**src/rtl/nn_layer_sequencer_pkg.sv**
```systemverilog
// -----------------------------------------------------------------------------
// nn_pkg
// Shared definitions for the 10-5-3 MLP layer sequencer: network dimensions,
// weight-memory layout bases and the FSM state encoding (the encoding is
// exported on the debug state port, so the numeric codes are fixed).
// -----------------------------------------------------------------------------
package nn_pkg;

    localparam int N_IN     = 10;
    localparam int N_HID    = 5;
    localparam int N_OUT    = 3;
    localparam int ADDR_W   = 7;

    // Hidden-layer weights sit first in memory, output-layer weights follow.
    localparam int HID_BASE = 0;
    localparam int OUT_BASE = N_IN * N_HID;

    typedef enum logic [3:0] {
        ST_IDLE    = 4'd0,
        ST_LOAD    = 4'd1,
        ST_H_CLR   = 4'd2,
        ST_H_MAC   = 4'd3,
        ST_H_DRAIN = 4'd4,
        ST_H_STORE = 4'd5,
        ST_O_CLR   = 4'd6,
        ST_O_MAC   = 4'd7,
        ST_O_DRAIN = 4'd8,
        ST_O_STORE = 4'd9,
        ST_DONE    = 4'd10
    } state_e;

    // True in the states that issue a weight read to the MAC.
    function automatic logic is_mac_state(input state_e s);
        return (s == ST_H_MAC) || (s == ST_O_MAC);
    endfunction

    // True in the states that belong to the output-layer pass.
    function automatic logic is_out_layer(input state_e s);
        return (s == ST_O_CLR) || (s == ST_O_MAC) || (s == ST_O_DRAIN) || (s == ST_O_STORE);
    endfunction

endpackage

```
**src/rtl/nn_layer_sequencer_if.sv**
```systemverilog
// -----------------------------------------------------------------------------
// nn_layer_sequencer_if
// Control/debug bundle between the top-level controller and the sequencer.
//   master : drives i_in (inference request), i_we (weight load), i_ld_addr
//   slave  : the sequencer; drives weight address, MAC strobes, debug state
// -----------------------------------------------------------------------------
interface nn_layer_sequencer_if #(
    parameter int ADDR_W = 7
);
    logic              i_in;
    logic              i_we;
    logic [ADDR_W-1:0] i_ld_addr;

    logic [ADDR_W-1:0] o_address;
    logic [3:0]        o_state;
    logic [3:0]        o_in_sel;
    logic              o_mac_clr;
    logic              o_mac_en;
    logic [3:0]        o_mac_idx;
    logic              o_layer;
    logic [2:0]        o_neuron_idx;
    logic              o_hid_wr;
    logic              o_out_wr;
    logic              o_busy;
    logic              o_done;

    modport master (
        output i_in, i_we, i_ld_addr,
        input  o_address, o_state, o_in_sel, o_mac_clr, o_mac_en, o_mac_idx,
               o_layer, o_neuron_idx, o_hid_wr, o_out_wr, o_busy, o_done
    );

    modport slave (
        input  i_in, i_we, i_ld_addr,
        output o_address, o_state, o_in_sel, o_mac_clr, o_mac_en, o_mac_idx,
               o_layer, o_neuron_idx, o_hid_wr, o_out_wr, o_busy, o_done
    );
endinterface

```
**src/rtl/nn_layer_sequencer_addr_gen.sv**
```systemverilog
// -----------------------------------------------------------------------------
// nn_addr_gen
// Combinational weight address: base + neuron * stride + j.
// The hidden pass uses stride N_IN from base 0, the output pass uses stride
// N_HID from base N_IN*N_HID.
//   i_layer  : 0 hidden pass, 1 output pass
//   i_neuron : neuron currently computed
//   i_j      : operand index within the neuron
//   o_addr   : weight-memory address
// -----------------------------------------------------------------------------
module nn_addr_gen
    import nn_pkg::*;
#(
    parameter int P_N_IN   = nn_pkg::N_IN,
    parameter int P_N_HID  = nn_pkg::N_HID,
    parameter int P_ADDR_W = nn_pkg::ADDR_W
) (
    input  logic                i_layer,
    input  logic [2:0]          i_neuron,
    input  logic [3:0]          i_j,
    output logic [P_ADDR_W-1:0] o_addr
);

    localparam logic [P_ADDR_W-1:0] HID_BASE_A   = P_ADDR_W'(HID_BASE);
    localparam logic [P_ADDR_W-1:0] OUT_BASE_A   = P_ADDR_W'(P_N_IN * P_N_HID);
    localparam logic [P_ADDR_W-1:0] HID_STRIDE_A = P_ADDR_W'(P_N_IN);
    localparam logic [P_ADDR_W-1:0] OUT_STRIDE_A = P_ADDR_W'(P_N_HID);

    logic [P_ADDR_W-1:0] w_base;
    logic [P_ADDR_W-1:0] w_stride;
    logic [P_ADDR_W-1:0] w_offset;

    // Select layer geometry and form the flat weight index.
    always_comb begin
        if (i_layer) begin
            w_base   = OUT_BASE_A;
            w_stride = OUT_STRIDE_A;
        end else begin
            w_base   = HID_BASE_A;
            w_stride = HID_STRIDE_A;
        end
        w_offset = w_stride * P_ADDR_W'(i_neuron);
        o_addr   = w_base + w_offset + P_ADDR_W'(i_j);
    end

endmodule

```
**src/rtl/nn_layer_sequencer.sv**
```systemverilog
// -----------------------------------------------------------------------------
// nn_layer_sequencer
// Control sequencer for the 10-5-3 fixed-point MLP datapath. Walks the shared
// weight memory one weight per cycle, drives MAC clear/enable and operand
// select, strobes finished sums into hidden/output registers, and hands the
// weight address to the external loader while WE is held in IDLE/LOAD.
//   i_clk    : system clock, rising edge
//   i_rst_n  : asynchronous active-low reset
//   bus      : slave side of nn_layer_sequencer_if (requests in, strobes and
//              debug state/address out)
// -----------------------------------------------------------------------------
module nn_layer_sequencer
    import nn_pkg::*;
#(
    parameter int P_N_IN   = nn_pkg::N_IN,
    parameter int P_N_HID  = nn_pkg::N_HID,
    parameter int P_N_OUT  = nn_pkg::N_OUT,
    parameter int P_ADDR_W = nn_pkg::ADDR_W
) (
    input  logic                  i_clk,
    input  logic                  i_rst_n,
    nn_layer_sequencer_if.slave   bus
);

    localparam logic [3:0] J_LAST_H = 4'(P_N_IN - 1);
    localparam logic [3:0] J_LAST_O = 4'(P_N_HID - 1);
    localparam logic [2:0] N_LAST_H = 3'(P_N_HID - 1);
    localparam logic [2:0] N_LAST_O = 3'(P_N_OUT - 1);

    state_e                r_state;
    state_e                w_next_state;
    logic [2:0]            r_neuron;
    logic [2:0]            w_next_neuron;
    logic [3:0]            r_j;
    logic [3:0]            w_next_j;
    logic                  r_mac_en;
    logic [3:0]            r_mac_idx;

    logic                  w_is_mac;
    logic                  w_layer;
    logic [3:0]            w_in_sel;
    logic [P_ADDR_W-1:0]   w_gen_addr;
    logic [P_ADDR_W-1:0]   w_address;

    nn_addr_gen #(
        .P_N_IN   (P_N_IN),
        .P_N_HID  (P_N_HID),
        .P_ADDR_W (P_ADDR_W)
    ) u_addr_gen (
        .i_layer  (w_layer),
        .i_neuron (r_neuron),
        .i_j      (r_j),
        .o_addr   (w_gen_addr)
    );

    // FSM state, neuron and operand counters.
    always_ff @(posedge i_clk or negedge i_rst_n) begin
        if (!i_rst_n) begin
            r_state  <= ST_IDLE;
            r_neuron <= 3'd0;
            r_j      <= 4'd0;
        end else begin
            r_state  <= w_next_state;
            r_neuron <= w_next_neuron;
            r_j      <= w_next_j;
        end
    end

    // Next-state and counter update logic.
    always_comb begin
        w_next_state  = r_state;
        w_next_neuron = r_neuron;
        w_next_j      = r_j;
        case (r_state)
            ST_IDLE: begin
                // WE wins over In so a loader is never starved.
                if (bus.i_we) begin
                    w_next_state = ST_LOAD;
                end else if (bus.i_in) begin
                    w_next_state  = ST_H_CLR;
                    w_next_neuron = 3'd0;
                    w_next_j      = 4'd0;
                end else begin
                    w_next_state = ST_IDLE;
                end
            end
            ST_LOAD: begin
                if (bus.i_we) begin
                    w_next_state = ST_LOAD;
                end else begin
                    w_next_state = ST_IDLE;
                end
            end
            ST_H_CLR: begin
                w_next_state = ST_H_MAC;
                w_next_j     = 4'd0;
            end
            ST_H_MAC: begin
                if (r_j == J_LAST_H) begin
                    w_next_state = ST_H_DRAIN;
                    w_next_j     = 4'd0;
                end else begin
                    w_next_j = r_j + 4'd1;
                end
            end
            ST_H_DRAIN: begin
                w_next_state = ST_H_STORE;
            end
            ST_H_STORE: begin
                if (r_neuron == N_LAST_H) begin
                    w_next_state  = ST_O_CLR;
                    w_next_neuron = 3'd0;
                end else begin
                    w_next_state  = ST_H_CLR;
                    w_next_neuron = r_neuron + 3'd1;
                end
            end
            ST_O_CLR: begin
                w_next_state = ST_O_MAC;
                w_next_j     = 4'd0;
            end
            ST_O_MAC: begin
                if (r_j == J_LAST_O) begin
                    w_next_state = ST_O_DRAIN;
                    w_next_j     = 4'd0;
                end else begin
                    w_next_j = r_j + 4'd1;
                end
            end
            ST_O_DRAIN: begin
                w_next_state = ST_O_STORE;
            end
            ST_O_STORE: begin
                if (r_neuron == N_LAST_O) begin
                    w_next_state  = ST_DONE;
                    w_next_neuron = 3'd0;
                end else begin
                    w_next_state  = ST_O_CLR;
                    w_next_neuron = r_neuron + 3'd1;
                end
            end
            ST_DONE: begin
                // Always passes through IDLE before the next launch.
                w_next_state  = ST_IDLE;
                w_next_neuron = 3'd0;
                w_next_j      = 4'd0;
            end
            default: begin
                w_next_state  = ST_IDLE;
                w_next_neuron = 3'd0;
                w_next_j      = 4'd0;
            end
        endcase
    end

    // Output decode from the current state; address is muxed between loader and generator.
    always_comb begin
        w_is_mac = is_mac_state(r_state);
        w_layer  = is_out_layer(r_state);
        if (w_is_mac) begin
            w_in_sel = r_j;
        end else begin
            w_in_sel = 4'd0;
        end
        if (r_state == ST_LOAD) begin
            w_address = bus.i_ld_addr;
        end else if (w_is_mac) begin
            w_address = w_gen_addr;
        end else begin
            w_address = {P_ADDR_W{1'b0}};
        end
    end

    // One-cycle delay matching the weight memory read latency.
    always_ff @(posedge i_clk or negedge i_rst_n) begin
        if (!i_rst_n) begin
            r_mac_en  <= 1'b0;
            r_mac_idx <= 4'd0;
        end else begin
            r_mac_en  <= w_is_mac;
            r_mac_idx <= w_in_sel;
        end
    end

    assign bus.o_address    = w_address;
    assign bus.o_state      = r_state;
    assign bus.o_in_sel     = w_in_sel;
    assign bus.o_mac_clr    = (r_state == ST_H_CLR) || (r_state == ST_O_CLR);
    assign bus.o_mac_en     = r_mac_en;
    assign bus.o_mac_idx    = r_mac_idx;
    assign bus.o_layer      = w_layer;
    assign bus.o_neuron_idx = r_neuron;
    assign bus.o_hid_wr     = (r_state == ST_H_STORE);
    assign bus.o_out_wr     = (r_state == ST_O_STORE);
    assign bus.o_busy       = (r_state != ST_IDLE) && (r_state != ST_LOAD);
    assign bus.o_done       = (r_state == ST_DONE);

endmodule

```
**src/flat_wrapper.sv**
```systemverilog
// flat-port wrapper written by rule: the top's interface ports become plain ports
module nn_layer_sequencer_flat import nn_pkg::*;
#(
    parameter int P_N_IN   = nn_pkg::N_IN,
    parameter int P_N_HID  = nn_pkg::N_HID,
    parameter int P_N_OUT  = nn_pkg::N_OUT,
    parameter int P_ADDR_W = nn_pkg::ADDR_W
)
  (i_clk, i_rst_n, bus_i_in, bus_i_we, bus_i_ld_addr, bus_o_address, bus_o_state, bus_o_in_sel, bus_o_mac_clr, bus_o_mac_en, bus_o_mac_idx, bus_o_layer, bus_o_neuron_idx, bus_o_hid_wr, bus_o_out_wr, bus_o_busy, bus_o_done);
  nn_layer_sequencer_if #(.ADDR_W((7))) bus_i ();
  input  logic i_clk;
  input  logic i_rst_n;
  input wire logic [$bits(bus_i.i_in)-1:0] bus_i_in;
  input wire logic [$bits(bus_i.i_we)-1:0] bus_i_we;
  input wire logic [$bits(bus_i.i_ld_addr)-1:0] bus_i_ld_addr;
  output wire logic [$bits(bus_i.o_address)-1:0] bus_o_address;
  output wire logic [$bits(bus_i.o_state)-1:0] bus_o_state;
  output wire logic [$bits(bus_i.o_in_sel)-1:0] bus_o_in_sel;
  output wire logic [$bits(bus_i.o_mac_clr)-1:0] bus_o_mac_clr;
  output wire logic [$bits(bus_i.o_mac_en)-1:0] bus_o_mac_en;
  output wire logic [$bits(bus_i.o_mac_idx)-1:0] bus_o_mac_idx;
  output wire logic [$bits(bus_i.o_layer)-1:0] bus_o_layer;
  output wire logic [$bits(bus_i.o_neuron_idx)-1:0] bus_o_neuron_idx;
  output wire logic [$bits(bus_i.o_hid_wr)-1:0] bus_o_hid_wr;
  output wire logic [$bits(bus_i.o_out_wr)-1:0] bus_o_out_wr;
  output wire logic [$bits(bus_i.o_busy)-1:0] bus_o_busy;
  output wire logic [$bits(bus_i.o_done)-1:0] bus_o_done;
  assign bus_i.i_in = bus_i_in;
  assign bus_i.i_we = bus_i_we;
  assign bus_i.i_ld_addr = bus_i_ld_addr;
  assign bus_o_address = bus_i.o_address;
  assign bus_o_state = bus_i.o_state;
  assign bus_o_in_sel = bus_i.o_in_sel;
  assign bus_o_mac_clr = bus_i.o_mac_clr;
  assign bus_o_mac_en = bus_i.o_mac_en;
  assign bus_o_mac_idx = bus_i.o_mac_idx;
  assign bus_o_layer = bus_i.o_layer;
  assign bus_o_neuron_idx = bus_i.o_neuron_idx;
  assign bus_o_hid_wr = bus_i.o_hid_wr;
  assign bus_o_out_wr = bus_i.o_out_wr;
  assign bus_o_busy = bus_i.o_busy;
  assign bus_o_done = bus_i.o_done;
  nn_layer_sequencer #(.P_N_IN(P_N_IN), .P_N_HID(P_N_HID), .P_N_OUT(P_N_OUT), .P_ADDR_W(P_ADDR_W)) u_core (.i_clk(i_clk), .i_rst_n(i_rst_n), .bus(bus_i));
endmodule
```
**config.mk**
```make
export PLATFORM = sky130hd
export DESIGN_NAME = nn_layer_sequencer_flat
export DESIGN_NICKNAME = d
export VERILOG_FILES = /design/src/rtl/nn_layer_sequencer_pkg.sv /design/src/rtl/nn_layer_sequencer_if.sv /design/src/rtl/nn_layer_sequencer_addr_gen.sv /design/src/rtl/nn_layer_sequencer.sv /design/src/flat_wrapper.sv
export SDC_FILE = /design/constraint.sdc
export NUM_CORES = 1
export LEC_CHECK = 0
export CAP_MARGIN = 40
export CORE_ASPECT_RATIO = 1.1
export CORE_UTILIZATION = 25
export DETAILED_ROUTE_END_ITERATION = 12
export HOLD_SLACK_MARGIN = 0.12
export PLACE_DENSITY_LB_ADDON = 0.15
export SKIP_LAST_GASP = 1
export SLEW_MARGIN = 20
export SYNTH_ARGS = -nofsm -noshare
export SYNTH_HDL_FRONTEND = slang
export SYNTH_HIERARCHICAL = 1
export SYNTH_SLANG_ARGS = --single-unit
```
**constraint.sdc**
```tcl
create_clock -name i_clk -period 6 [get_ports i_clk]
set_input_delay 1.2 -clock i_clk [delete_from_list [all_inputs] [get_ports i_clk]]
set_output_delay 1.2 -clock i_clk [all_outputs]
set_load 0.1 [all_outputs]
```
==> metrics.txt, run 1 <==
# TYPE chip_impl_metric gauge
chip_impl_metric{name="seq_area_frac_synth",unit="%"} 25.2
chip_impl_metric{name="total_number_of_h_tree_levels",unit=""} 1
chip_impl_metric{name="gpl_congestion",unit=""} 0.799
chip_impl_metric{name="postCtsSetupBuffers",unit=""} 0
chip_impl_metric{name="finalWorstPathRequiredPeriod",unit="ns"} 5.45
chip_impl_metric{name="report.final.hold_viol_count",unit=""} 0
chip_impl_metric{name="worst_slew_slack_as_a_fraction_of_its_limit",unit="%"} 60.8
chip_impl_metric{name="final_util",unit="%"} 40.3
chip_impl_metric{name="post_synth_fa_ha_maj_area_fraction",unit="%"} 18.9
chip_impl_metric{name="synth-compound-area-share",unit="%"} 22.2
chip_impl_info{name="rsz0062_at_grt",value="no"} 1
chip_impl_metric{name="synth_xor_xnor_area_share",unit="%"} 2.20
chip_impl_metric{name="drt_drc_violations_left",unit=""} 0
chip_impl_metric{name="die_h",unit="µm"} 85.7
chip_impl_metric{name="drt.antenna.violating_nets",unit=""} 0
chip_impl_metric{name="area_of_the_mapped_netlist",unit="µm²"} 1590
chip_impl_metric{name="detail_route.wl_per_cell",unit="µm"} 12.8
chip_impl_metric{name="antenna_violations_before_repair",unit=""} 0
chip_impl_metric{name="io-pin-count",unit=""} 40
chip_impl_metric{name="io_buffer_count",unit=""} 39
chip_impl_metric{name="cts-resized-gates",unit=""} 0
chip_impl_metric{name="clock_tree.buffer_depth",unit=""} 2
chip_impl_metric{name="timing.final.max_slew_violations",unit=""} 0
chip_impl_metric{name="hpwlAfterDp",unit="mm"} 3.22
chip_impl_metric{name="postSynthCellCount",unit=""} 170
chip_impl_metric{name="ys_seq_elements",unit=""} 16
chip_impl_metric{name="drt_iter0_markers",unit=""} 92
chip_impl_metric{name="first_global_vias",unit=""} 1394
chip_impl_metric{name="finalSetupTns",unit="ns"} 0
chip_impl_metric{name="antenna_cells_inserted",unit=""} 0
chip_impl_metric{name="power.static_leakage",unit="nW"} 1.12
chip_impl_metric{name="die-area",unit="µm²"} 6690
chip_impl_metric{name="chipWidth",unit="µm"} 78.1
chip_impl_metric{name="area_of_the_multi_input_gates",unit="µm²"} 1070
chip_impl_info{name="worstSetupEndpointType",value="output port"} 1
chip_impl_metric{name="syn2layout_area_growth",unit="%"} 56.0
chip_impl_metric{name="routed_via_density",unit=""} 4.60
chip_impl_metric{name="ys_async_sr_fraction",unit="%"} 100
chip_impl_metric{name="synth_area_per_cell",unit="µm²"} 9.36
chip_impl_info{name="synthFlopType",value="dfrtp_1"} 1
chip_impl_info{name="clock-root-buffer",value="clkbuf_8"} 1
chip_impl_metric{name="drt_first_pass_iters",unit=""} 4
chip_impl_metric{name="placeableCoreArea",unit="µm²"} 6160
chip_impl_metric{name="crit_required",unit="ns"} 4.80
chip_impl_metric{name="fin_skew",unit="ns"} 0.000398
chip_impl_metric{name="grt_usage",unit="%"} 13.2
chip_impl_metric{name="placementRows",unit=""} 30
chip_impl_metric{name="worst_slew_pin_slew",unit="ns"} 0.588
chip_impl_metric{name="worst-endpoint-arrival",unit="ns"} 4.25
chip_impl_metric{name="post_cts_hold_fix_bufs",unit=""} 0
chip_impl_info{name="tritoncts",value="yes"} 1
chip_impl_metric{name="grt-ovfl-total",unit=""} 0
chip_impl_metric{name="fmax",unit="MHz"} 183
chip_impl_info{name="combinational_family_with_the_most_area_after_synthesis",value="compound AO/OA/AOI/OAI gates"} 1
chip_impl_metric{name="n_fill_cell",unit=""} 612
chip_impl_metric{name="p_per_area",unit="nW/µm²"} 96.5
chip_impl_metric{name="worst_setup_hold_path_clk_slew",unit="ns"} 0.07
chip_impl_metric{name="clock_latency",unit="ns"} 0.25
chip_impl_metric{name="report.final.setup_viol",unit=""} 0
chip_impl_metric{name="grt_pass1_wl",unit="mm"} 6.96
chip_impl_metric{name="layout-drive-gt1-share",unit="%"} 22.1
chip_impl_metric{name="critical_path.max_fanout",unit=""} 12
chip_impl_metric{name="floorplan.initialDensity",unit="%"} 25.9
chip_impl_metric{name="min_period_over_period",unit="%"} 90.9
chip_impl_info{name="classification_of_the_worst_slack_hold_path",value="reg -> reg"} 1
chip_impl_metric{name="maximum_number_of_pins_on_one_net_before_global_route_repair",unit=""} 20
chip_impl_metric{name="number_of_flops_mapped_to_enable_cells_by_yosys",unit=""} 0
chip_impl_metric{name="synth.distinct_cells",unit=""} 50
chip_impl_metric{name="register_area",unit="µm²"} 400
chip_impl_metric{name="routed_wl",unit="mm"} 3.99
chip_impl_metric{name="simple_gate_portion_of_the_synthesized_area",unit="%"} 20.7
chip_impl_metric{name="synth_mux_area_share",unit="%"} 2.20
chip_impl_metric{name="layout.nets",unit=""} 264
chip_impl_metric{name="timing.max_cap.violations",unit=""} 0
chip_impl_metric{name="cts_inserted_buffers",unit=""} 3
chip_impl_metric{name="ys_warn_count",unit=""} 6
chip_impl_metric{name="worst_ir_drop_vdd",unit="µV"} 68.2
chip_impl_info{name="critPathKind",value="reg -> out"} 1
chip_impl_metric{name="dr_total_vias",unit=""} 1432
chip_impl_info{name="status",value="completed"} 1
chip_impl_info{name="setup.worst_path.start_class",value="flop"} 1
chip_impl_metric{name="clock-sinks",unit=""} 16
-- path summary, 6_finish.rpt --
kind                                       start  depth (start not counted)  slack, ns                    endpoint
min reg2reg                        u_core/r_j[3]                          2       0.64               u_core/r_j[3]
min                                u_core/r_j[3]                          2       0.64               u_core/r_j[3]
min in group asynchronous                i_rst_n                          1       1.24               u_core/r_j[2]
max reg2reg                u_core/bus.o_state[1]                          4       4.10               u_core/r_j[2]
max in group asynchronous                i_rst_n                          2       4.35  u_core/bus.o_neuron_idx[0]
max                        u_core/bus.o_state[3]                         12       0.55            bus_o_address[6]
-- layer usage --
layer	share of wire (%)	wire, µm	GRT usage (%)
met5	0	0	0
met4	1.6	65	5.72
met3	2.5	100	1.17
met2	51	2020	22.1
met1	45	1810	17.3
-- worst max-delay path: stages (launching register included) --
cell and delay, ns:
dfrtp_1 0.61, nand2b_1 0.24, o21ai_4 0.34, mux2i_1 0.33, inv_1 0.08, ha_1 0.32, fa_1 0.46, ha_1 0.37
a211oi_1 0.33, nor3_1 0.10, or3b_1 0.35, a22o_2 0.24, buf_4 0.23
-- cells by family after synthesis --
| family | count (synthesis) |
|---|---|
| other | 1 |
| muxes | 3 |
| xor gates and xnor gates | 4 |
| AOI/OAI and AO/OA | 46 |
| buffers and inverters | 27 |
| adders and majority gates | 21 |
| and+or+nand+nor | 52 |
| DFF | 16 |
-- area by class of cell --
type / instances / area share (%)
multi-input cells: 128 / 43.3
repair buffers: 64 / 31.5
flip-flops and latches: 16 / 16.1
well taps: 80 / 4.03
inverters: 19 / 2.87
clock buffers: 4 / 2.22
-- power by group --
group | leakage [nW] | switching [mW] | internal [mW] | total (mW)
logic | 0.919 | 0.0185 | 0.0132 | 0.0317
clock network | 0.0288 | 0.0418 | 0.0583 | 0.100
registers | 0.174 | 0 | 0.108 | 0.108
-- cell usage after synthesis (3+ instances only) --
cell	number	share of area, %
nand2b_1	6	2.4
nor2b_1	5	2.0
nor3b_1	3	1.4
a211oi_1	5	2.4
and2_1	8	3.1
ha_1	16	13
buf_4	3	1.4
o21ai_0	5	1.6
o21ai_1	3	0.94
a21oi_1	6	1.9
inv_1	19	4.5
a22o_1	9	5.0
fa_1	5	6.3
buf_6	3	2.1
nor2_1	4	0.94
nand2_1	8	1.9
dfrtp_1	16	25
a21o_1	4	1.9
-- flip-flops by register name, indices dropped and copies added (netlist names) --
signal,count
u_core/bus.o_neuron_idx,3
u_core/bus.o_mac_en,1
u_core/r_j,4
u_core/bus.o_mac_idx,4
u_core/bus.o_state,4
-- metrics by stage --
| stage | hold slack [ns] | worst slack [ns] | power, mW | instances | cell area, µm² |
|---|---|---|---|---|---|
| 4_1_cts | 0.643 | 0.521 | 0.244 | 311 | 2480 |
| 5_1_grt | 0.694 | 0.200 | 0.250 | 311 | 2480 |
| 6_report | 0.638 | 0.546 | 0.240 | 311 | 2480 |
| 3_5_place_dp | 0.623 | 0.829 | 0.142 | 307 | 2430 |
| 2_1_floorplan | 0.549 | 0.0475 | 0.127 | 171 | 1610 |
| 3_3_place_gp | 0.628 | 0.917 | 0.141 | 283 | 2040 |
-- cell usage in the layout (no fill, tap or decap), drive strengths merged, types with 2 or more instances in the layout --
cell,instances
a211oi,5
or3b,2
inv,19
clkbuf,4
a21o,5
nand2,8
a21oi,6
o21ai,8
a22o,9
clkdlybuf4s50,33
nor3,3
xor2,2
nand3b,2
conb,2
o31ai,2
nor3b,4
nor2,6
nor2b,6
o2111ai,2
buf,31
nand3,2
fa,5
dfrtp,16
a31oi,2
and2,8
nand2b,6
xnor2,2
ha,16
mux2i,2
(Power assumes the default switching activity.)
==> inputs of run 2 (changes only) <==
--- a/config.mk
+++ b/config.mk
@@ -10,6 +10,7 @@
 export CORE_UTILIZATION = 25
 export DETAILED_ROUTE_END_ITERATION = 12
 export HOLD_SLACK_MARGIN = 0.12
+export MAX_ROUTING_LAYER = met4
 export PLACE_DENSITY_LB_ADDON = 0.15
 export SKIP_LAST_GASP = 1
 export SLEW_MARGIN = 20
==> run 2 against run 1 <==
Clock skew hardly changed; total power barely moved; critical endpoint unchanged; largest power group unchanged; sequential share of layout area did not move.
==> metrics.txt, run 2 (same netlist as run 1, synthesis figures left out) <==
# TYPE chip_impl_metric gauge
chip_impl_info{name="status",value="completed"} 1
chip_impl_metric{name="drt_iter0_markers",unit=""} 95
chip_impl_metric{name="power.static_leakage",unit="nW"} 1.12
chip_impl_metric{name="floorplan.initialDensity",unit="%"} 25.9
chip_impl_info{name="final_cell_mix",value="clkdlybuf4s50_1 (33), buf_8 (22), inv_1 (19), ha_1 (16), dfrtp_1 (16)"} 1
chip_impl_metric{name="clock_tree.buffer_depth",unit=""} 2
chip_impl_metric{name="worstHoldPathCells",unit=""} 2
chip_impl_info{name="crit_path_top_delay_cell",value="dfrtp_1"} 1
chip_impl_metric{name="finalSetupTns",unit="ns"} 0
chip_impl_metric{name="report.final.hold_viol_count",unit=""} 0
chip_impl_info{name="classification_of_the_worst_slack_hold_path",value="reg -> reg"} 1
chip_impl_metric{name="fin_skew",unit="ns"} 0.000732
chip_impl_metric{name="antenna_cells_inserted",unit=""} 0
chip_impl_metric{name="placeableCoreArea",unit="µm²"} 6160
chip_impl_metric{name="io-pin-count",unit=""} 40
chip_impl_info{name="cp-startpoint",value="u_core/bus.o_state[3]"} 1
chip_impl_metric{name="syn2layout_area_growth",unit="%"} 56.0
chip_impl_metric{name="io_buffer_count",unit=""} 39
chip_impl_metric{name="path_depth",unit=""} 12
chip_impl_metric{name="report.final.setup_viol",unit=""} 0
chip_impl_info{name="critPathKind",value="reg -> out"} 1
chip_impl_metric{name="postCtsSetupBuffers",unit=""} 0
chip_impl_info{name="cp_top_family",value="adder cells"} 1
chip_impl_metric{name="hpwlAfterDp",unit="mm"} 3.22
chip_impl_metric{name="worstRegToRegCells",unit=""} 4
chip_impl_metric{name="critical_path.max_fanout",unit=""} 12
chip_impl_metric{name="p_per_area",unit="nW/µm²"} 96.4
chip_impl_metric{name="worst_slew_slack_as_a_fraction_of_its_limit",unit="%"} 60.8
chip_impl_metric{name="clock_latency",unit="ns"} 0.25
chip_impl_metric{name="cts_inserted_buffers",unit=""} 3
chip_impl_metric{name="fin_total_pwr",unit="mW"} 0.239
chip_impl_metric{name="gpl_congestion",unit=""} 0.810
chip_impl_metric{name="antenna_violations_before_repair",unit=""} 0
chip_impl_metric{name="grt_usage",unit="%"} 13.6
chip_impl_info{name="worstSetupEndpointType",value="output port"} 1
chip_impl_info{name="setup.worst_path.start_class",value="flop"} 1
chip_impl_metric{name="chipWidth",unit="µm"} 78.1
chip_impl_metric{name="routed_wl",unit="mm"} 3.99
chip_impl_metric{name="finalWorstPathRequiredPeriod",unit="ns"} 5.45
chip_impl_metric{name="cts-resized-gates",unit=""} 0
chip_impl_info{name="crit_top_cell",value="ha_1"} 1
chip_impl_metric{name="grt-ovfl-total",unit=""} 0
chip_impl_info{name="hold_path.startpoint",value="u_core/r_j[3]"} 1
chip_impl_metric{name="post_cts_hold_fix_bufs",unit=""} 0
chip_impl_metric{name="dr_total_vias",unit=""} 1430
chip_impl_metric{name="final_cell_area",unit="µm²"} 2480
chip_impl_metric{name="place_area",unit="µm²"} 2430
chip_impl_metric{name="placementRows",unit=""} 30
chip_impl_metric{name="grt_pass1_wl",unit="mm"} 6.95
chip_impl_metric{name="total_number_of_h_tree_levels",unit=""} 1
chip_impl_metric{name="drt.antenna.violating_nets",unit=""} 0
chip_impl_metric{name="worst_ir_drop_vdd",unit="µV"} 67.9
chip_impl_info{name="tritoncts",value="yes"} 1
chip_impl_metric{name="clock-sinks",unit=""} 16
chip_impl_metric{name="timing.final.max_slew_violations",unit=""} 0
chip_impl_metric{name="worst-endpoint-arrival",unit="ns"} 4.25
chip_impl_metric{name="die-area",unit="µm²"} 6690
chip_impl_metric{name="cp_slowest_stage_delay",unit="ns"} 0.61
chip_impl_metric{name="layout.nets",unit=""} 264
chip_impl_metric{name="worst_slew_pin_slew",unit="ns"} 0.588
chip_impl_metric{name="timing.max_cap.violations",unit=""} 0
chip_impl_metric{name="crit_required",unit="ns"} 4.80
chip_impl_info{name="clock-root-buffer",value="clkbuf_8"} 1
chip_impl_metric{name="detail_route.wl_per_cell",unit="µm"} 12.8
chip_impl_metric{name="min_period_over_period",unit="%"} 90.9
chip_impl_metric{name="worst_setup_hold_path_clk_slew",unit="ns"} 0.07
chip_impl_metric{name="maximum_number_of_pins_on_one_net_before_global_route_repair",unit=""} 20
chip_impl_metric{name="layout-drive-gt1-share",unit="%"} 22.1
chip_impl_metric{name="die_h",unit="µm"} 85.7
chip_impl_metric{name="fmax",unit="MHz"} 183
chip_impl_info{name="most_frequent_standard_cell_in_the_layout_excluding_fill_and_tap_cells",value="clkdlybuf4s50_1"} 1
chip_impl_metric{name="drt_first_pass_iters",unit=""} 4
chip_impl_metric{name="worst_hold_slack",unit="ns"} 0.640
chip_impl_metric{name="first_global_vias",unit=""} 1394
chip_impl_info{name="critical_path.cell_chain",value="nand2b_1 -> o21ai_4 -> mux2i_1 -> inv_1 -> ha_1 -> fa_1 -> ha_1 -> a211oi_1 -> nor3_1 -> or3b_1 -> a22o_2 -> buf_4"} 1
chip_impl_info{name="rsz0062_at_grt",value="no"} 1
chip_impl_metric{name="routed_via_density",unit=""} 4.60
chip_impl_metric{name="critical_path_buf_inv_count",unit=""} 2
chip_impl_metric{name="drt_drc_violations_left",unit=""} 0
chip_impl_info{name="startpoint_of_the_worst_slack_reg_to_reg_timing_path",value="u_core/bus.o_state[1]"} 1
run 2: worst reg2reg max path, cell delays in order (launching register included):
cell	delay, ns
dfrtp_1	0.72
and3b_1	0.57
o311a_4	0.32
a21oi_1	0.07
mux2i_1	0.14
run 2: final cells by class:
type / instances / area (µm²)
Inverter: 19 / 71.3
Fill cell: 612 / 3670
Tap cell: 80 / 100
Multi-Input combinational cell: 128 / 1070
Timing Repair Buffer: 64 / 781
Clock buffer: 4 / 55.1
Sequential cell: 16 / 400
run 2: final timing paths:
check | slack, ns | to
setup / recovery | 0.55 | bus_o_address[6]
hold / removal | 0.64 | u_core/r_j[3]
setup reg to reg | 4.10 | u_core/r_j[2]
hold reg to reg | 0.64 | u_core/r_j[3]
max in group asynchronous | 4.35 | u_core/bus.o_neuron_idx[0]
min in group asynchronous | 1.24 | u_core/r_j[2]
run 2: per-stage QoR:
stage	utilization, %	worst slack [ns]	std cells
after global placement	33.2	0.917	283
after floorplan	-	0.0475	171
after global routing	40.3	0.200	311
after detailed placement	39.4	0.829	307
after CTS	40.3	0.521	311
final	40.3	0.546	311
run 2: power breakdown:
group / leakage (nW) / switching (mW) / internal [mW] / total [mW]
combinational: 0.919 / 0.0185 / 0.0132 / 0.0317
sequential: 0.174 / 0 / 0.108 / 0.108
clock: 0.0288 / 0.0416 / 0.0583 / 0.0999
run 2: routing by layer:
metal  routed length (µm)  part of all wire, %  global-route usage (%)  vias to the layer above
met5                    0                    0                       -                        -
met4                   65                  1.6                    5.72                        0
met3                  105                  2.6                    1.17                        4
met2                 2010                   50                    22.1                       29
met1                 1810                   45                    17.3                      678
li1                     -                    -                       -                      719
